### config.mk
export PLATFORM = sky130hd
export DESIGN_NAME = frame_encoder
export DESIGN_NICKNAME = d
export VERILOG_FILES = /design/src/rtl/frame_encoder.sv
export SDC_FILE = /design/constraint.sdc
export NUM_CORES = 1
export LEC_CHECK = 0
export CAP_MARGIN = 20
export CORE_ASPECT_RATIO = 0.8
export CORE_MARGIN = 3
export CORE_UTILIZATION = 51
export CTS_BUF_LIST = sky130_fd_sc_hd__clkbuf_4
export CTS_CLUSTER_SIZE = 40
export DETAILED_ROUTE_END_ITERATION = 8
export PLACE_DENSITY = 0.83
export SYNTH_ARGS = -nofsm -noshare
export SYNTH_HDL_FRONTEND = slang
export SYNTH_SLANG_ARGS = --single-unit
export TNS_END_PERCENT = 20
### constraint.sdc
create_clock -name glb_clk -period 3.5 [get_ports glb_clk]
set_clock_uncertainty 0.2 [all_clocks]
set_input_delay 0.7 -clock glb_clk [delete_from_list [all_inputs] [get_ports glb_clk]]
set_output_delay 0.7 -clock glb_clk [all_outputs]
set_load 0.005 [all_outputs]
### src/rtl/frame_encoder.sv
// Egress frame encapsulator: wraps a raw AXI-Stream payload in a bitmap header
// and a byte-count trailer; frames with an empty destination bitmap are dropped.
module frame_encoder #(
  parameter int unsigned PORT_NUM = 4
) (
  input  logic                glb_clk,
  input  logic                glb_areset_n,
  input  logic                fe_s_axis_tvalid,
  output logic                fe_s_axis_tready,
  input  logic [31:0]         fe_s_axis_tdata,
  input  logic [3:0]          fe_s_axis_tkeep,
  input  logic                fe_s_axis_tlast,
  input  logic [PORT_NUM-1:0] fe_dst_sel_bits,
  output logic                fe_m_axis_tvalid,
  input  logic                fe_m_axis_tready,
  output logic [31:0]         fe_m_axis_tdata,
  output logic [3:0]          fe_m_axis_tkeep,
  output logic                fe_m_axis_tlast,
  output logic [31:0]         fe_frame_cnt,
  output logic [15:0]         fe_err_cnt
);

  localparam int unsigned CNT_W  = 16;
  localparam int unsigned KEEP_W = 4;

  typedef enum logic [1:0] {
    S_IDLE,
    S_DATA,
    S_TRL,
    S_DROP
  } state_t;

  state_t           state;
  logic [CNT_W-1:0] byte_cnt;
  logic             reg_free_c;
  logic             s_hs_c;
  logic [CNT_W:0]   byte_sum_c;
  logic [CNT_W-1:0] byte_next_c;

  assign reg_free_c = !fe_m_axis_tvalid || fe_m_axis_tready;

  // Upstream ready: streaming only in DATA (gated by the output stage), sink in DROP.
  always_comb begin
    fe_s_axis_tready = 1'b0;
    case (state)
      S_DATA:  fe_s_axis_tready = reg_free_c;
      S_DROP:  fe_s_axis_tready = 1'b1;
      default: fe_s_axis_tready = 1'b0;
    endcase
  end

  assign s_hs_c = fe_s_axis_tvalid && fe_s_axis_tready;

  // Saturating byte accumulation; tkeep is contiguous so popcount equals byte count.
  always_comb begin
    byte_sum_c  = (CNT_W+1)'(byte_cnt) + (CNT_W+1)'($countones(fe_s_axis_tkeep));
    byte_next_c = byte_sum_c[CNT_W] ? {CNT_W{1'b1}} : byte_sum_c[CNT_W-1:0];
  end

  always_ff @(posedge glb_clk or negedge glb_areset_n) begin
    if (!glb_areset_n) begin
      state            <= S_IDLE;
      byte_cnt         <= '0;
      fe_m_axis_tvalid <= 1'b0;
      fe_m_axis_tdata  <= '0;
      fe_m_axis_tkeep  <= '0;
      fe_m_axis_tlast  <= 1'b0;
      fe_frame_cnt     <= '0;
      fe_err_cnt       <= '0;
    end else begin
      // A free output register retires its beat unless reloaded below.
      if (reg_free_c) fe_m_axis_tvalid <= 1'b0;

      case (state)
        S_IDLE: begin
          if (fe_s_axis_tvalid) begin
            byte_cnt <= '0;
            if (fe_dst_sel_bits == '0) begin
              state <= S_DROP;
            end else if (reg_free_c) begin
              fe_m_axis_tvalid <= 1'b1;
              fe_m_axis_tdata  <= {8'hA5, 8'h00, 16'(fe_dst_sel_bits)};
              fe_m_axis_tkeep  <= {KEEP_W{1'b1}};
              fe_m_axis_tlast  <= 1'b0;
              state            <= S_DATA;
            end
          end
        end

        S_DATA: begin
          if (s_hs_c) begin
            fe_m_axis_tvalid <= 1'b1;
            fe_m_axis_tdata  <= fe_s_axis_tdata;
            fe_m_axis_tkeep  <= fe_s_axis_tkeep;
            fe_m_axis_tlast  <= 1'b0;
            byte_cnt         <= byte_next_c;
            if (fe_s_axis_tlast) state <= S_TRL;
          end
        end

        S_TRL: begin
          if (reg_free_c) begin
            fe_m_axis_tvalid <= 1'b1;
            fe_m_axis_tdata  <= {16'h5A5A, byte_cnt};
            fe_m_axis_tkeep  <= {KEEP_W{1'b1}};
            fe_m_axis_tlast  <= 1'b1;
            fe_frame_cnt     <= fe_frame_cnt + 32'd1;
            state            <= S_IDLE;
          end
        end

        S_DROP: begin
          if (s_hs_c && fe_s_axis_tlast) begin
            if (fe_err_cnt != 16'hFFFF) fe_err_cnt <= fe_err_cnt + 16'd1;
            state <= S_IDLE;
          end
        end

        default: state <= S_IDLE;
      endcase
    end
  end

endmodule

Yosys cells after proc, flatten, opt, wreduce, memory -nomap -nowiden
Cells that the tools add are included.
{ "totals": {"mem_bits_rw": 0, "mem_bits_ro": 0, "word_cells": 76, "ff_bits": 104, "latchBits": 0, "out_inout_bits": 87, "n_memories": 0, "in_bits": 45} }
{ "classes": {"order_cmp": 0, "bitwise": 0, "reduce_logical": 14, "shifts": 0, "n_eq_ne": 12, "n_mul": 0, "div": 0, "add_sub_neg": 6, "mux": 36} }
{ "op_table": {"columns": ["operator", "count"], "rows": [
  ["32-bit two-way mux", 5],
  ["32-bit case mux with 3 select lines", 1],
  ["16-bit two-way mux", 3],
  ["32-bit by 1-bit adder with 32-bit output, second input constant", 1],
  ["16-bit case mux with 2 select lines", 1],
  ["16-bit by 3-bit adder with 17-bit output", 1],
  ["16-bit by 1-bit adder with 16-bit output, second input constant", 1],
  ["4-bit two-way mux", 4],
  ["16-bit != test, second input constant", 1],
  ["2-bit two-way mux", 7],
  ["2-bit != test, second input constant", 7],
  ["4-bit case mux with 3 select lines", 1],
  ["6-bit AND reduction", 2],
  ["1-bit two-way mux", 10],
  ["2-bit case mux with 4 select lines", 1],
  ["1-bit case mux with 3 select lines", 2],
  ["3-bit AND reduction", 2],
  ["1-bit by 1-bit adder with 2-bit output", 2],
  ["2-bit equality test, second input constant", 2],
  ["4-bit zero test", 1],
  ["4-bit AND reduction", 1],
  ["2-bit by 2-bit adder with 3-bit output", 1],
  ["3-bit != test, second input constant", 1],
  ["3-bit nonzero test", 1],
  ["8 further kinds", 9]
]} }

Depth between registers and ports, before layout
Gate-level depths: netlist (run 1).
{ "logic_depth": {"word_depth": 7, "depth_mapped": 12, "mapped_depth_nobuf": 10} }

Worst setup path before layout (run 1)
OpenSTA, ideal clock, no wires.
{ "synth_path": {"path_type": "input to register", "startpoint": "in fe_s_axis_tkeep[0]", "endpoint": "reg byte_cnt[8]", "path_buffers": 2, "arrival_ns": 3.125, "setup_slack_ns": 0.089, "required_time_ns": 3.213, "path_stages": 12, "setup_ns": 0.087, "path_cell_list": "fa_1 inv_1 fa_1 inv_1 fa_1 nand3_1 nor2_4 nand2_1 or4_1 buf_2 buf_6 o211ai_1"} }
{ "synth_between": {"elab_chain_cells": 6} }
{ "synth_lines": {"columns": ["item", "line", "source"], "rows": [
  ["start: declaration", "11", "input logic [3:0] fe_s_axis_tkeep,"],
  ["1-bit by 1-bit adder with 2-bit output (not written as such)", "56", "byte_sum_c = (CNT_W+1)'(byte_cnt) + (CNT_W+1)'($countones(fe_s_axis_tkeep));"],
  ["2-bit by 2-bit adder with 3-bit output (not written as such)", "56", null],
  ["16-bit by 3-bit adder with 17-bit output", "56", null],
  ["16-bit two-way mux", "57", "byte_next_c = byte_sum_c[CNT_W] ? {CNT_W{1'b1}} : byte_sum_c[CNT_W-1:0];"],
  ["16-bit two-way mux", "91", "if (s_hs_c) begin"],
  ["16-bit case mux with 2 select lines", "74", "case (state)"],
  ["end signal: assignment", "96", "byte_cnt <= byte_next_c;"],
  ["end: declaration", "34", "logic [CNT_W-1:0] byte_cnt;"]
]} }
Every way passes these cells. The select of a mux whose other input is x is not followed.
A chain may end at the register's enable or synchronous reset.

Worst setup path after layout (run 1)
{ "layout_path": {"startpoint": "in fe_s_axis_tkeep[1]", "endpoint": "reg byte_cnt[13]"} }
The elaborated chain is that of the path after synthesis.

==> results of run 1 <==
[through the flow]
step | util | cell area [µm²]
floorplan | - | 5050
global placement | 0.697 | 6520
detailed placement | 0.697 | 6520
CTS | 0.714 | 6680
global route | 0.719 | 6730
finish | 0.719 | 6730
[cell families (layout without fill, tap and decap cells)]
kind of cell,Yosys count,in the layout,share of synthesized area
adders and majority gates,10,10,0.0293
AOI/OAI and AO/OA,129,129,0.157
buffers and inverters,40,177,0.0347
and+or+nand+nor,186,186,0.180
muxes,2,2,0.00446
xor gates and xnor gates,45,45,0.0781
DFF,104,104,0.516
[layout make-up]
class / count / area share
Clock inverter: 7 / 0.0140
Inverter: 14 / 0.00781
Sequential cell: 104 / 0.387
Tap cell: 132 / 0.0246
Clock buffer: 9 / 0.0100
Multi-Input combinational cell: 372 / 0.339
Timing Repair Buffer: 147 / 0.218
[timing repair]
| item | 4_1_cts | 5_1_grt |
|---|---|---|
| buffers inserted | 0 | 0 |
| endpoints found under the hold margin | 0 | 9 |
| gates resized for setup | 0 | 3 |
| setup endpoints to repair | 0 | 5 |
| hold buffers | 0 | 1 |
[where the power goes]
group | internal, mW | leakage [nW] | switching (mW) | total [mW]
sequential | 1.48 | 1.39 | 0.207 | 1.68
clock | 0.290 | 0.0839 | 0.385 | 0.676
combinational | 0.879 | 1.40 | 0.939 | 1.82
total | 2.65 | 2.88 | 1.53 | 4.18
[flip-flops by register name, indices dropped and copies added, names as in the netlist]
signal            flops
fe_frame_cnt         32
fe_m_axis_tdata      32
byte_cnt             16
fe_err_cnt           16
fe_m_axis_tkeep       4
state                 2
fe_m_axis_tlast       1
fe_m_axis_tvalid      1
[worst max-delay path, delay by kind of cell]
| kind | cells | cell delay, ps |
|---|---|---|
| AO/OA/AOI/OAI | 1 | 110 |
| adder cells (fa/ha/maj) | 3 | 1120 |
| buffers and inverters | 4 | 780 |
| AND/OR/NAND/NOR | 4 | 790 |
[placed cells by master, fill, tap and decap left out, types with 5 or more instances in the layout]
| cell type | netlist | routed |
|---|---|---|
| nand4_1 | 16 | 16 |
| buf_4 | 2 | 14 |
| ha_1 | 7 | 7 |
| a22oi_1 | 17 | 17 |
| inv_1 | 14 | 14 |
| nand2_1 | 80 | 80 |
| a21oi_1 | 26 | 26 |
| o21ai_0 | 54 | 54 |
| xor2_1 | 16 | 16 |
| nor2b_1 | 7 | 7 |
| nand3_1 | 27 | 26 |
| clkbuf_4 | 0 | 9 |
| o311ai_0 | 5 | 5 |
| xnor2_1 | 29 | 29 |
| dfrtp_1 | 104 | 104 |
| clkdlybuf4s50_1 | 0 | 129 |
| and3_1 | 6 | 6 |
| nor2_1 | 20 | 20 |
[worst min-delay path by stage]
| stage | from | depth (start not counted) | slack (ps) | endpoint |
|---|---|---|---|---|
| global route | fe_m_axis_tdata[14] | 2 | 320 | fe_m_axis_tdata[14] |
| finish | fe_m_axis_tdata[17] | 2 | 300 | fe_m_axis_tdata[17] |
| CTS | glb_areset_n | 1 | 210 | fe_m_axis_tkeep[0] |
| floorplan | glb_areset_n | 0 | 200 | byte_cnt[0] |
| global placement | fe_frame_cnt[31] | 1 | 260 | fe_frame_cnt[31] |
| detailed placement | fe_m_axis_tdata[30] | 2 | 270 | fe_m_axis_tdata[30] |
[per-layer routing]
| layer | part of all wire | wire length [µm] | up-vias |
|---|---|---|---|
| met3 | 0.059 | 739 | 16 |
| met4 | 0.013 | 167 | 0 |
| li1 | - | - | 2086 |
| met5 | 0 | 0 | - |
| met2 | 0.48 | 6060 | 150 |
| met1 | 0.45 | 5640 | 2104 |
==> key figures, run 1 <==
CTS
  • CTS tree: done
  • Num CTS Buffers: 9
  • Clock slew at reported path FFs: ~150 ps
  • Clock tree buffer depth: 2
  • CTS sink count: approximately 100
  • H-Tree Depth: 3
  • Worst skew pair latency: 440 ps
  • Root buffer cell: clkbuf_4

Yosys
  • Most frequent cells after synthesis: 104 x dfrtp_1, 80 x nand2_1, 54 x o21ai_0
  • Syn Nets: ~570
  • Seq/Total Area, Yosys: 0.516
  • Yosys Warn Count: 0
  • Synth unique cells: 51
  • Ys flop type: dfrtp_1
  • Largest area contributor in the netlist: dfrtp_1
  • Area contributors post-synth: dfrtp_1 52%, nand2_1 5.9%, o21ai_0 5.4%, xnor2_1 5.0%, xor2_1 2.8%
  • Post-synthesis cell count: 516
  • Synthesis-stage register bit count: 104
  • Post-synth ARST share: 1.00
  • Mean cell area of the mapped netlist: 9.78 µm²
  • Yosys top cell area share: 0.516
  • Mapped Area: 0.00505 mm²
  • EDFF count, synth: 0
  • Most common cell in the netlist: dfrtp_1

Global route
  • GRT Total Usage: 0.234
  • Met2 GRT Util: 0.365
  • Met3 Track Usage GR: 0.0519
  • GR peak layer: met2
  • Largest net degree at the start of global routing: 80
  • First-pass GRT wire length: roughly 21000 µm
  • GRT Residual Overflow: 0
  • Vias in the first global route: 4102
  • Initial antenna violation count: 0
  • GR Util met1: 0.334

Run
  • Max-cap violations: 0

Placed design
  • Post-DP HPWL: 9310 µm
  • Placed cell count: about 770
  • Routability Congestion: 0.828
  • Port Buf Inserts: 131
  • Dpl ws: -384 ps

Timing
  • Count of pins over their slew limit: 0
  • Setup ws final: 126 ps
  • Final hold vios: 0
  • Unrepaired setup endpoints after global routing: false
  • Slew @ Worst Pin: about 880 ps
  • Tmin final: 3370 ps
  • Fmax: 296 MHz
  • Setup Viol. Count Final: 0
  • Period utilization: 0.964
  • Setup TNS: 0 ps
  • Min Hold Slack: 295 ps
  • Slew HR: 0.414

Route
  • DRC violations left: 0
  • First DRT Iteration DRCs: 441
  • Drt via density: 5.55
  • Total number of vias: approximately 4400
  • Final antenna-violating net count: 0
  • Routed wire length: 12600 µm
  • WL/cell: 16.1 µm
  • Pre-Repair DR Iteration Count: 5

Finish
  • Layout cells sized above 1: 0.0628
  • # nets final: 703
  • Area of the multi-input gates: 0.00228 mm²
  • FF+latch area: 0.00260 mm²
  • Area growth from synthesis to layout: 33.2%
  • Inserted Diodes: 0
  • Fin cells: between 700 and 800
  • Filler instances: slightly above 700

Critical path
  • Crit path from: fe_s_axis_tkeep[1]
  • R2R depth: 10
  • Critical-path cell list: clkdlybuf4s50_1, fa_1, inv_1, fa_1, inv_1, fa_2, nand3_2, nor2_4, nand2_1, or4_1, buf_4, o311ai_0
  • Critical path arrival: 3500 ps
  • Startpoint types: primary input
  • CP max stage delay: 510 ps
  • Max FO, Critical Path: 8
  • R2R Path Start: byte_cnt[0]
  • Reg2Reg Capture Point: byte_cnt[13]
  • Critical Path RT: 3630 ps
  • Setup CP Type: in -> reg
  • CP Capture Type: flop
  • Crit path capture: byte_cnt[13]
  • R2r setup slk: 890 ps
  • Critical Path Slowest Stage Cell: fa_1

Pwr
  • Power Dens Cells: 621 mW/mm²
  • Leak pwr: 2.88 nW
  • Max IR drop VDD: 0.395 mV
  • Design Power: 4.18 mW

Run status
  • Status: completed

Floorplan
  • Core Box Area: 0.00935 mm²
  • Site row count: 31
  • Die Wd: 117 µm
  • Initial core utilization: 0.540
  • Die Area: roughly 0.011 mm²
  • Die H: 95.0 µm
  • I/O pin count: 132

Min path
  • Hold Crit Class: reg -> reg
No activity file was read; power rests on OpenSTA's default activity.
==> inputs of run 2 (changes only) <==
--- a/config.mk
+++ b/config.mk
@@ -12,7 +12,7 @@
 export CTS_BUF_LIST = sky130_fd_sc_hd__clkbuf_4
 export CTS_CLUSTER_SIZE = 40
 export DETAILED_ROUTE_END_ITERATION = 8
-export PLACE_DENSITY = 0.83
+export PLACE_DENSITY = 0.93
 export SYNTH_ARGS = -nofsm -noshare
 export SYNTH_HDL_FRONTEND = slang
 export SYNTH_SLANG_ARGS = --single-unit
==> key figures, run 2 (synthesized netlist as in run 1, its figures left out) <==
Route
  • Final antenna-violating net count: 0 (unchanged)
  • Drt via density: 5.60 (+0.87%)
  • DRC violations left: 0 (unchanged)
  • Total number of vias: 4394 (+0.87%)
  • Routed wire length: 13000 µm (+3.3%)
  • WL/cell: 16.6 µm (+3.3%)
  • Pre-Repair DR Iteration Count: 5 (unchanged)
  • First DRT Iteration DRCs: 384 (-13%)

Finish
  • Area of the multi-input gates: 0.00228 mm² (+0.17%)
  • Regs by FF count: fe_frame_cnt (32), fe_m_axis_tdata (32)
  • Area growth from synthesis to layout: 32.5%
  • Layout cells sized above 1: 0.0658 (+0.00306)
  • # nets final: 703 (unchanged)
  • Inserted Diodes: 0 (unchanged)
  • Commonest non-fill, non-tap cell in the layout: clkdlybuf4s50_1
  • Core Util, Final: 0.715 (-0.00402)
  • Commonest non-fill, non-tap cells in the layout: 130 x clkdlybuf4s50_1, 104 x dfrtp_1, 80 x nand2_1
  • Filler instances: 675 (-4.5%)
  • FF+latch area: 0.00260 mm² (unchanged)

Pwr
  • Switching pwr: 1.56 mW (+2.0%)
  • Clock share of power: 0.151 (-0.011)
  • Reg power frac: 0.405 (+0.002)
  • Internal: 2.58 mW (-2.4%)
  • Max IR drop VDD: 0.556 mV (+41%)
  • Power Dens Cells: 620 mW/mm² (-0.22%)
  • Net Sw Frac: 0.377 (+0.0102)
  • Leak pwr: 2.86 nW (-0.68%)
  • Comb pwr share: 0.444 (+0.009)

Timing
  • Fmax: 289 MHz (-2.7%)
  • Setup Viol. Count Final: 0 (unchanged)
  • Slew @ Worst Pin: 865 ps (-14.7 ps)
  • Setup TNS: 0 ps (unchanged)
  • Final hold vios: 0 (unchanged)
  • Period utilization: 0.990 (+0.0264)
  • Tmin final: 3470 ps (+92.3 ps)
  • Slew HR: 0.424 (+0.00983)
  • Count of pins over their slew limit: 0 (unchanged)

Critical path
  • Buf+Inv Stages, Crit Path: 4 (unchanged)
  • Delay-heaviest family, CP: adder cells
  • Setup CP Type: in -> reg
  • Critical-path cell list: clkdlybuf4s50_1, fa_1, inv_1, fa_1, inv_1, fa_2, nand3_2, nor2_4, nand2_1, or4_4, buf_6, o311ai_0
  • Startpoint types: primary input
  • CP max stage delay: 550 ps (+40 ps)
  • Max FO, Critical Path: 8 (unchanged)
  • CP Capture Type: flop
  • Critical Path Slowest Stage Cell: fa_1
  • Critical Path RT: 3620 ps (about the same)
  • Critical path depth: 12 (unchanged)
  • Critical path arrival: 3590 ps (+90 ps)
  • R2R depth: 6 (-4)

Floorplan
  • Initial core utilization: 0.540 (unchanged)
  • Site row count: 31 (unchanged)
  • Die Area: 0.0111 mm² (unchanged)
  • Core Box Area: 0.00935 mm² (unchanged)
  • Die H: 95.0 µm (unchanged)
  • Die Wd: 117 µm (unchanged)
  • I/O pin count: 132 (unchanged)

Global route
  • Initial antenna violation count: 0 (unchanged)
  • GRT Total Usage: 0.238 (+0.00308)
  • First-pass GRT wire length: 20900 µm (+2.1%)
  • GRT Residual Overflow: 0 (unchanged)
  • Largest net degree at the start of global routing: 67 (-16%)
  • Vias in the first global route: 4287 (+4.5%)

CTS
  • Root buffer cell: clkbuf_4
  • H-Tree Depth: 3 (unchanged)
  • Cts hold-fix bufs: 0 (unchanged)
  • CTS sink count: 104 (unchanged)
  • Num CTS Buffers: 9 (unchanged)
  • Worst skew pair latency: 450 ps (about the same)
  • Clock tree buffer depth: 2 (unchanged)
  • Clock slew at reported path FFs: 150 ps (about the same)
  • CTS tree: done

Placed design
  • Port Buf Inserts: 131 (unchanged)
  • Post-DP HPWL: 9540 µm (+2.5%)
  • Routability Congestion: 0.845 (+2.1%)

Run status
  • Status: completed

Min path
  • Hold Crit Class: in -> async

Run
  • Max-cap violations: 0 (unchanged)
run 2: cell type report:
class,count,area share
Clock buffer,10,0.0112
Clock inverter,6,0.0103
Multi-Input combinational cell,372,0.341
Tap cell,132,0.0247
Timing Repair Buffer,147,0.216
Inverter,14,0.00786
Sequential cell,104,0.389
run 2: worst register-to-register path: stages, from the launching register on:
cell,delay (ps)
dfrtp_1,450
inv_1,130
ha_1,560
nand3_1,490
or4_4,670
buf_6,160
o311ai_0,110
run 2: final timing paths:
kind	startpoint	to	slack, ps
setup / recovery	fe_s_axis_tkeep[0]	byte_cnt[13]	30
max in group asynchronous	glb_areset_n	fe_frame_cnt[5]	2150
hold reg to reg	fe_m_axis_tdata[19]	fe_m_axis_tdata[19]	300
hold / removal	glb_areset_n	fe_m_axis_tdata[2]	100
setup reg to reg	state[1]	byte_cnt[13]	620
min in group glb_clk	fe_m_axis_tdata[19]	fe_m_axis_tdata[19]	300
run 2: layer usage:
metal	share of wire	GRT usage	wire length (µm)
met1	0.43	0.317	5570
met2	0.50	0.385	6460
met3	0.064	0.0641	831
met4	0.012	0.0602	157
met5	0	0	0
run 2: power by group through the flow:
stage | clock [mW] | sequential, mW | combinational, mW
finish | 0.627 | 1.68 | 1.84
global placement | 0 | 1.68 | 1.75
CTS | 0.644 | 1.68 | 1.84
detailed placement | 0 | 1.70 | 1.83
floorplan | 0 | 1.69 | 0.968
global route | 0.691 | 1.72 | 2.05
run 2: per-stage QoR:
| stage | worst slack (ps) | std cells | hold slack (ps) | total power [mW] | cell area (µm²) |
|---|---|---|---|---|---|
| 5_1_grt | -31.6 | 785 | 112 | 4.46 | 6690 |
| 3_3_place_gp | -293 | 767 | 262 | 3.43 | 6520 |
| 4_1_cts | 57.9 | 783 | 105 | 4.16 | 6660 |
| 3_5_place_dp | -428 | 767 | 270 | 3.53 | 6520 |
| 6_report | 33.8 | 785 | 99.0 | 4.14 | 6690 |
| 2_1_floorplan | 88.8 | 516 | 204 | 2.66 | 5050 |
run 2: repair_timing:
action                     4_1_cts  5_1_grt
setup buffers                    0        1
setup endpoints to repair        0        8
resized for setup                0        4
==> inputs of run 3 (changes only) <==
--- a/config.mk
+++ b/config.mk
@@ -10,9 +10,10 @@
 export CORE_MARGIN = 3
 export CORE_UTILIZATION = 51
 export CTS_BUF_LIST = sky130_fd_sc_hd__clkbuf_4
-export CTS_CLUSTER_SIZE = 40
+export CTS_CLUSTER_SIZE = 14
 export DETAILED_ROUTE_END_ITERATION = 8
 export PLACE_DENSITY = 0.93
+export SETUP_SLACK_MARGIN = 0.1
 export SYNTH_ARGS = -nofsm -noshare
 export SYNTH_HDL_FRONTEND = slang
 export SYNTH_SLANG_ARGS = --single-unit
==> key figures, run 3 (synthesized netlist as in run 1, its figures left out) <==
Pwr
  • Net Sw Frac: 0.391 (+0.0142)
  • Power Dens Cells: 618 mW/mm² (-0.36%)
  • Internal: 2.50 mW (-3.0%)
  • Max IR drop VDD: 0.519 mV (-6.7%)
  • Switching pwr: 1.61 mW (+3.0%)
  • Reg power frac: 0.410 (+0.005)
  • Clock share of power: 0.140 (-0.011)
  • Comb pwr share: 0.450 (+0.006)
  • Leak pwr: 2.84 nW (-0.65%)

CTS
  • Num CTS Buffers: 9 (unchanged)
  • Root buffer cell: clkbuf_4
  • CTS sink count: 104 (unchanged)
  • H-Tree Depth: 3 (unchanged)
  • Post-CTS setup buffers: 0 (unchanged)
  • Clock slew at reported path FFs: 170 ps (+20 ps)
  • Worst skew pair latency: 450 ps (about the same)
  • CTS tree: done
  • Clock tree buffer depth: 2 (unchanged)
  • Cts hold-fix bufs: 0 (unchanged)

Global route
  • Initial antenna violation count: 0 (unchanged)
  • GRT Total Usage: 0.242 (+0.00447)
  • Largest net degree at the start of global routing: 67 (unchanged)
  • First-pass GRT wire length: 21500 µm (+2.8%)
  • Vias in the first global route: 4339 (+1.2%)
  • GRT Residual Overflow: 0 (unchanged)

Timing
  • Setup ws final: 213 ps (+179 ps)
  • Fmax: 304 MHz (+5.5%)
  • Period utilization: 0.939 (-0.0512)
  • Count of pins over their slew limit: 0 (unchanged)
  • Min Hold Slack: 56.2 ps (-42.8 ps)
  • Unrepaired setup endpoints after global routing: false
  • Setup Viol. Count Final: 0 (unchanged)
  • Slew @ Worst Pin: 887 ps (+22.5 ps)
  • Final hold vios: 0 (unchanged)
  • Slew HR: 0.409 (-0.0150)
  • Tmin final: 3290 ps (-179 ps)

Critical path
  • Setup CP Type: in -> reg
  • Startpoint types: primary input
  • CP max stage delay: 510 ps (-40 ps)
  • Critical Path RT: 3630 ps (about the same)
  • R2R depth: 6 (unchanged)
  • Critical-path cell list: clkdlybuf4s50_1, fa_1, inv_1, fa_2, inv_1, fa_2, nand3_2, nor2_4, nand2_1, or4_4, buf_4, o311ai_0
  • CP Capture Type: flop
  • Critical Path Slowest Stage Cell: fa_1
  • Max FO, Critical Path: 8 (unchanged)
  • Critical path arrival: 3420 ps (-170 ps)

Placed design
  • Post-DP HPWL: 9800 µm (+2.7%)
  • Dpl ws: -406 ps (+22.6 ps)
  • Dpl cell area: 0.00652 mm² (about the same)
  • Routability Congestion: 0.897 (+6.1%)
  • Placed cell count: 766 (-0.13%)
  • Port Buf Inserts: 131 (unchanged)

Route
  • Drt via density: 5.71 (+2.0%)
  • Total number of vias: 4465 (+1.6%)
  • Final antenna-violating net count: 0 (unchanged)
  • WL/cell: 17.0 µm (+2.5%)
  • Pre-Repair DR Iteration Count: 5 (unchanged)
  • DRC violations left: 0 (unchanged)
  • First DRT Iteration DRCs: 524 (+36%)
  • Routed wire length: 13300 µm (+2.1%)

Finish
  • Regs by FF count: fe_frame_cnt (32), fe_m_axis_tdata (32)
  • Fin cells: 782 (-0.38%)
  • Core Util, Final: 0.713 (-0.00281)
  • Commonest non-fill, non-tap cells in the layout: 129 x clkdlybuf4s50_1, 104 x dfrtp_1, 80 x nand2_1
  • Area growth from synthesis to layout: 32.0%
  • Layout cells sized above 1: 0.0631 (-0.00277)
  • # nets final: 700 (-0.43%)
  • Commonest non-fill, non-tap cell in the layout: clkdlybuf4s50_1
  • Fin area: 0.00666 mm² (-0.39%)
  • Inserted Diodes: 0 (unchanged)

Run
  • Max-cap violations: 0 (unchanged)

Floorplan
  • Die H: 95.0 µm (unchanged)
  • Site row count: 31 (unchanged)
  • I/O pin count: 132 (unchanged)
  • Core Box Area: 0.00935 mm² (unchanged)
  • Die Wd: 117 µm (unchanged)
  • Die Area: 0.0111 mm² (unchanged)
  • Initial core utilization: 0.540 (unchanged)

Run status
  • Status: completed

Min path
  • Hold Crit Class: in -> async
run 3: worst paths after layout:
kind	endpoint	slack [ps]	from
max	byte_cnt[14]	210	fe_s_axis_tkeep[1]
min	byte_cnt[3]	60	glb_areset_n
max reg2reg	fe_m_axis_tdata[9]	670	state[1]
min reg2reg	fe_m_axis_tdata[18]	300	fe_m_axis_tdata[18]
max in group asynchronous	byte_cnt[13]	2330	glb_areset_n
min in group glb_clk	fe_m_axis_tdata[18]	300	fe_m_axis_tdata[18]
run 3: critical path, delay by kind of cell:
kind	cells	cell delay, ps
fa+ha+maj	3	1080
simple gates	4	770
buf+inv	4	760
compound gates	1	100
run 3: what timing repair did:
action / CTS / global route
resized for setup: 1 / 4
hold endpoints to repair: 0 / 0
endpoints found under the setup margin: 5 / 15
run 3: stage by stage:
step / total power [mW] / setup TNS [ps]
after floorplan: 2.66 / 0
after global placement: 3.43 / -3540
after detailed placement: 3.54 / -5300
after CTS: 4.11 / 0
after global routing: 4.41 / 0
final: 4.11 / 0
run 3: cell type report:
class                           instances  area (µm²)
Fill cell                             664        2690
Sequential cell                       104        2600
Tap cell                              132         165
Timing Repair Buffer                  144        1430
Inverter                               14        52.6
Clock inverter                          7        56.3
Multi-Input combinational cell        372        2280
Clock buffer                            9        67.6
run 3: layer usage:
layer  wire length [µm]  share of wire  global-route usage
met1               5760           0.43               0.332
met2               6750           0.51               0.406
met3                703          0.053              0.0410
met4                 73         0.0055              0.0516
met5                  0              0                   0
run 3: power by group through the flow:
stage	combinational (mW)	clock [mW]	sequential (mW)
after floorplan	0.968	0	1.69
after global placement	1.74	0	1.68
after detailed placement	1.84	0	1.71
after CTS	1.85	0.583	1.68
after global routing	2.07	0.627	1.72
final	1.85	0.575	1.69
==> patch 1: new RTL, config.mk and constraints of run 3 <==
Put one more register stage on the output `fe_frame_cnt`. The value now appears one clock later. The other outputs are not delayed to match.
--- a/src/rtl/frame_encoder.sv
+++ b/src/rtl/frame_encoder.sv
@@ -29,6 +29,8 @@
     S_TRL,
     S_DROP
   } state_t;
+
+  logic [31:0] fe_frame_cnt_s0;
 
   state_t           state;
   logic [CNT_W-1:0] byte_cnt;
@@ -65,7 +67,7 @@
       fe_m_axis_tdata  <= '0;
       fe_m_axis_tkeep  <= '0;
       fe_m_axis_tlast  <= 1'b0;
-      fe_frame_cnt     <= '0;
+      fe_frame_cnt_s0  <= '0;
       fe_err_cnt       <= '0;
     end else begin
       // A free output register retires its beat unless reloaded below.
@@ -104,7 +106,7 @@
             fe_m_axis_tdata  <= {16'h5A5A, byte_cnt};
             fe_m_axis_tkeep  <= {KEEP_W{1'b1}};
             fe_m_axis_tlast  <= 1'b1;
-            fe_frame_cnt     <= fe_frame_cnt + 32'd1;
+            fe_frame_cnt_s0  <= fe_frame_cnt_s0 + 32'd1;
             state            <= S_IDLE;
           end
         end
@@ -121,5 +123,9 @@
     end
   end
 
+  always_ff @(posedge glb_clk) begin
+    fe_frame_cnt <= fe_frame_cnt_s0;
+  end
+
 endmodule
 
Check against the original RTL: not equivalent (a bounded check fails within 4 cycles, from zero or initial values and one cycle with glb_areset_n low).
==> patch 1 against run 3 <==
Area after synthesis grew 15%; synthesized cell count grew 4.5%; largest cell class unchanged; sequential share of layout area increased by 3.8 points; largest power group is now registers; sequential cell count grew 32; final cell count rose by 6.9%; setup slack lost 0.027 ns; final area grew 13%; total power rose by 26%; core utilization decreased by 2.4 points; non-clock buffer count decreased by 1; critical path type unchanged; first-iteration DRC count fell by 50%; routed wire length rose by 2.3%.
==> patch 1: results (changes against run 3) <==
vias in the first global route: 4529 (was 4339)
Nets: 733 (was 700)
DR iter-0 viols: 261 (was 524)
Slew @ Worst Pin: 0.966 ns (was 0.887 ns)
GPL Wtd Cong: 0.887 (was 0.897)
fraction of layout cells with a size suffix above 1: 10.9% (was 6.31%)
DP Area: 7220 sq um (was 6520 sq um)
highest fanout seen on the critical path: 14 (was 8)
Data arrival, critical path: 3.57 ns (was 3.42 ns)
via/cell ratio: 5.54 (was 5.71)
TritonCTS buffer count: 17 (was 9)
count of different cell masters after synthesis: 52 (was 51)
Net Switching: 0.00185 W (was 0.00161 W)
synth cell count leaders: dfrtp_1 (104), nand2_1 (77), o21ai_0 (39) (was dfrtp_1 (104), nand2_1 (80), o21ai_0 (54))
outcome: completed (unchanged)
Area contributors post-synth: dfrtp_1 (45%), dfxtp_1 (11%), xnor2_1 (5.1%), nand2_1 (5.0%), o21ai_0 (3.4%) (was dfrtp_1 (52%), nand2_1 (5.9%), o21ai_0 (5.4%), xnor2_1 (5.0%), xor2_1 (2.8%))
largest net degree at the start of global routing: 78 (was 67)
Seq/Total Area, Yosys: 56.0% (was 51.6%)
Total GRT Usage: 21.5% (was 24.2%)
Layout fillers: 824 (was 664)
initial antenna violation count: 1 (was 0)
Synthesized Nets: 594 (was 571)
LEAKAGE: 3.20 nW (was 2.84 nW)
first-pass GRT wire length: 22.1 mm (was 21.5 mm)
Reg clk slew, reported paths: 0.12 ns (was 0.17 ns)
pre-CTS setup slack: -0.312 ns (was -0.406 ns)
drt wl/cell: 16.3 microns (was 17.0 microns)
[patch 1: cell types whose count changed in the layout (fill, tap and decap cells not counted), moves of 6 or more]
cell      before  now
dfxtp_1        0   32
o21ai_2        1   18
o21ai_0       54   39
clkbuf_4       9   18
nor2_1        20   12
a22o_1         0    7
inv_6          1    7
o21ai_1        0    6
[patch 1: cells by family after synthesis]
group	share of synthesized area [%]
buffers and inverters	3.11
flip-flops	56.0
AO/OA/AOI/OAI	15.2
AND/OR/NAND/NOR	15.5
XOR/XNOR	6.96
adder cells (fa/ha/maj)	2.55
multiplexers	0.648
[patch 1: repair_timing]
action	CTS	global route
endpoints found under the setup margin	0	10
hold buffers	0	0
resized for setup	0	2
buffers inserted	0	0
[patch 1: layer usage]
layer	part of all wire, %	track usage, %
met1	42	26.1
met2	51	38.2
met3	5.2	5.43
met4	1.8	6.67
met5	0	0
[patch 1: path summary, 6_finish.rpt]
| path | from | cells after the start | slack, ns | endpoint |
|---|---|---|---|---|
| max | fe_s_axis_tkeep[0] | 12 | 0.19 | byte_cnt[11] |
| min | glb_areset_n | 1 | 0.11 | fe_frame_cnt_s0[10] |
| max reg2reg | state[1] | 6 | 0.80 | fe_m_axis_tdata[7] |
| min reg2reg | fe_frame_cnt_s0[31] | 0 | 0.22 | fe_frame_cnt[31] |
| max in group asynchronous | glb_areset_n | 2 | 2.14 | fe_err_cnt[15] |
| min in group glb_clk | fe_frame_cnt_s0[31] | 0 | 0.22 | fe_frame_cnt[31] |
[patch 1: worst max-delay path, cell delays in order]
cell and delay, ns:
clkdlybuf4s50_1 0.45, fa_1 0.55, inv_1 0.06, fa_1 0.37, inv_1 0.08, fa_1 0.25
nand3_2 0.16, nor4_4 0.32, nand4_1 0.12, buf_4 0.20, o31ai_1 0.10, a22o_1 0.20
[patch 1: metrics by stage]
step,std cells,total power (W)
floorplan,539,0.00327
global placement,803,0.00397
detailed placement,803,0.00408
CTS,835,0.00522
global route,836,0.00551
finish,836,0.00518
[patch 1: layout make-up]
| type | instances | area [sq um] | share of cell area [%] |
|---|---|---|---|
| sequential | 136 | 3240 | 42.9 |
| inverter | 10 | 37.5 | 0.497 |
| antenna | 1 | 2.50 | 0.0331 |
| multi-input combinational | 370 | 2380 | 31.5 |
| clock inverter | 14 | 184 | 2.43 |
| clock buffer | 18 | 135 | 1.79 |
| timing repair buffer | 143 | 1400 | 18.5 |
| tap | 144 | 180 | 2.38 |
[patch 1: power groups by stage]
stage / logic, W / clock network, W / registers, W
after floorplan: 0.00117 / 0 / 0.00210
after global placement: 0.00186 / 0 / 0.00211
after detailed placement: 0.00195 / 0 / 0.00213
after CTS: 0.00197 / 0.00115 / 0.00211
after global routing: 0.00215 / 0.00122 / 0.00214
final: 0.00195 / 0.00112 / 0.00211
==> patch 2: new RTL, config.mk and constraints of run 3 <==
Without the edit above. Re-encode `state_t` (4 states) as one-hot, 4 bits wide.
--- a/src/rtl/frame_encoder.sv
+++ b/src/rtl/frame_encoder.sv
@@ -23,11 +23,11 @@
   localparam int unsigned CNT_W  = 16;
   localparam int unsigned KEEP_W = 4;
 
-  typedef enum logic [1:0] {
-    S_IDLE,
-    S_DATA,
-    S_TRL,
-    S_DROP
+  typedef enum logic [3:0] {
+    S_IDLE = 4'b0001,
+    S_DATA = 4'b0010,
+    S_TRL  = 4'b0100,
+    S_DROP = 4'b1000
   } state_t;
 
   state_t           state;
Behaviour: same outputs for any inputs over 4 cycles, from zero or initial values and one cycle with glb_areset_n low; so few cycles prove little.
==> patch 2 against run 3 <==
Sequential cell count rose by 2; critical path depth did not move; area after synthesis grew 1.0%; total power is 5.9% lower; synthesized cell count down 0.19%; core utilization up 1.0 points; final area rose by 1.9%; clock power is 21% higher; global-route usage is 0.27 points higher; routed wire length rose by 2.3%; combinational power down 21%; setup slack improved by 0.021 ns; largest cell class unchanged; largest power group is now registers.
==> patch 2: results (changes against run 3) <==
outcome: completed (unchanged)
Ant. Diodes: 0 (unchanged)
highest fanout seen on the critical path: 3 (was 8)
DR iter-0 viols: 446 (was 524)
Clock Latency Late Sink: 0.47 ns (was 0.45 ns)
Synthesized Nets: 566 (was 571)
DP Area: 6630 sq um (was 6520 sq um)
H-tree depth: 3 (unchanged)
postcts setup bufs: 0 (unchanged)
Slew @ Worst Pin: 0.767 ns (was 0.887 ns)
Data arrival, critical path: 3.42 ns (about the same)
first drt pass iteration count: 6 (was 5)
PostCTS Resize Cnt: 0 (was 1)
P_comb: 0.00146 W (was 0.00185 W)
first-pass GRT wire length: 22.0 mm (was 21.5 mm)
hold_ws: 0.0496 ns (was 0.0562 ns)
dpl hpwl: 10.0 mm (was 9.80 mm)
post-synthesis adder-cell area fraction: 1.91% (was 2.93%)
crit path capture: byte_cnt[10] (was byte_cnt[14])
post-synthesis mux area share: 1.08% (was 0.446%)
Net Switching: 0.00130 W (was 0.00161 W)
count of different cell masters after synthesis: 57 (was 51)
synth cell count leaders: dfrtp_1 (105), nand2_1 (59), nor2_1 (51) (was dfrtp_1 (104), nand2_1 (80), o21ai_0 (54))
Overall Power: 0.00387 W (was 0.00411 W)
R2R depth: 5 (was 6)
Total GRT Usage: 24.5% (was 24.2%)
CTS Root Cell: clkbuf_4 (unchanged)
fraction of layout cells with a size suffix above 1: 7.47% (was 6.31%)
FF-to-FF setup slack: 0.74 ns (was 0.67 ns)
drt wl/cell: 17.3 microns (was 17.0 microns)
r2r endpoint: fe_frame_cnt[15] (was fe_m_axis_tdata[9])
port bufs: 131 (unchanged)
Compound-Gate Fraction of Synth Area: 13.7% (was 15.7%)
Nets: 703 (was 700)
yosys warns: 0 (unchanged)
LEAKAGE: 2.90 nW (was 2.84 nW)
Layout fillers: 699 (was 664)
via/cell ratio: 5.74 (was 5.71)
Area contributors post-synth: dfrtp_1 (52%), xnor2_1 (5.3%), nand2_1 (4.3%), o21ai_0 (3.8%), nor2_1 (3.8%) (was dfrtp_1 (52%), nand2_1 (5.9%), o21ai_0 (5.4%), xnor2_1 (5.0%), xor2_1 (2.8%))
highest ir drop seen on vdd: 0.000447 V (was 0.000519 V)
Seq/Total Area, Yosys: 52.0% (was 51.6%)
Clock Power: 0.000693 W (was 0.000575 W)
top flop regs: fe_frame_cnt (32), fe_m_axis_tdata (32) (unchanged)
slowest stage cell, crit path: fa_1 (unchanged)
Post-Synth XOR/XNOR Area: 7.38% (was 7.81%)
TritonCTS buffer count: 9 (unchanged)
met3 Track Usage GR: 5.22% (was 4.10%)
GPL Wtd Cong: 0.880 (was 0.897)
largest net degree at the start of global routing: 57 (was 67)
GR Layer Usage met2: 42.5% (was 40.6%)
vias in the first global route: 4383 (was 4339)
crit path launch: fe_s_axis_tkeep[0] (was fe_s_axis_tkeep[1])
met1 usage: 31.7% (was 33.2%)
CP peak stage delay: 0.55 ns (was 0.51 ns)
[patch 2: cell types whose count changed in the layout (fill, tap and decap cells not counted), moves of 4 or more]
cell / change
and3_1: +9
nor2_1: +31
o311ai_0: -5
o21ai_0: -15
o211ai_1: -4
nor2b_1: -5
nand2_1: -21
a22o_1: +6
buf_4: +6
a21oi_1: -4
xor2_1: -4
ha_1: -4
[patch 2: per-stage QoR]
stage	worst slack [ns]	cells
after global placement	-0.194	773
final	0.234	788
after floorplan	0.157	515
after detailed placement	-0.323	773
after global routing	0.0697	788
after CTS	0.164	788
[patch 2: area by class of cell]
type	count	area, sq um	share of cell area (%)
clock inverter	5	80.1	1.18
multi-input combinational	372	2300	33.9
tap	132	165	2.43
sequential	106	2650	39.1
inverter	14	52.6	0.774
clock buffer	10	75.1	1.11
timing repair buffer	149	1460	21.5
[patch 2: routing by layer]
metal	up-vias	wire, microns
met5	-	0
met4	0	169
met3	20	861
met2	183	6700
met1	2233	5870
li1	2089	-
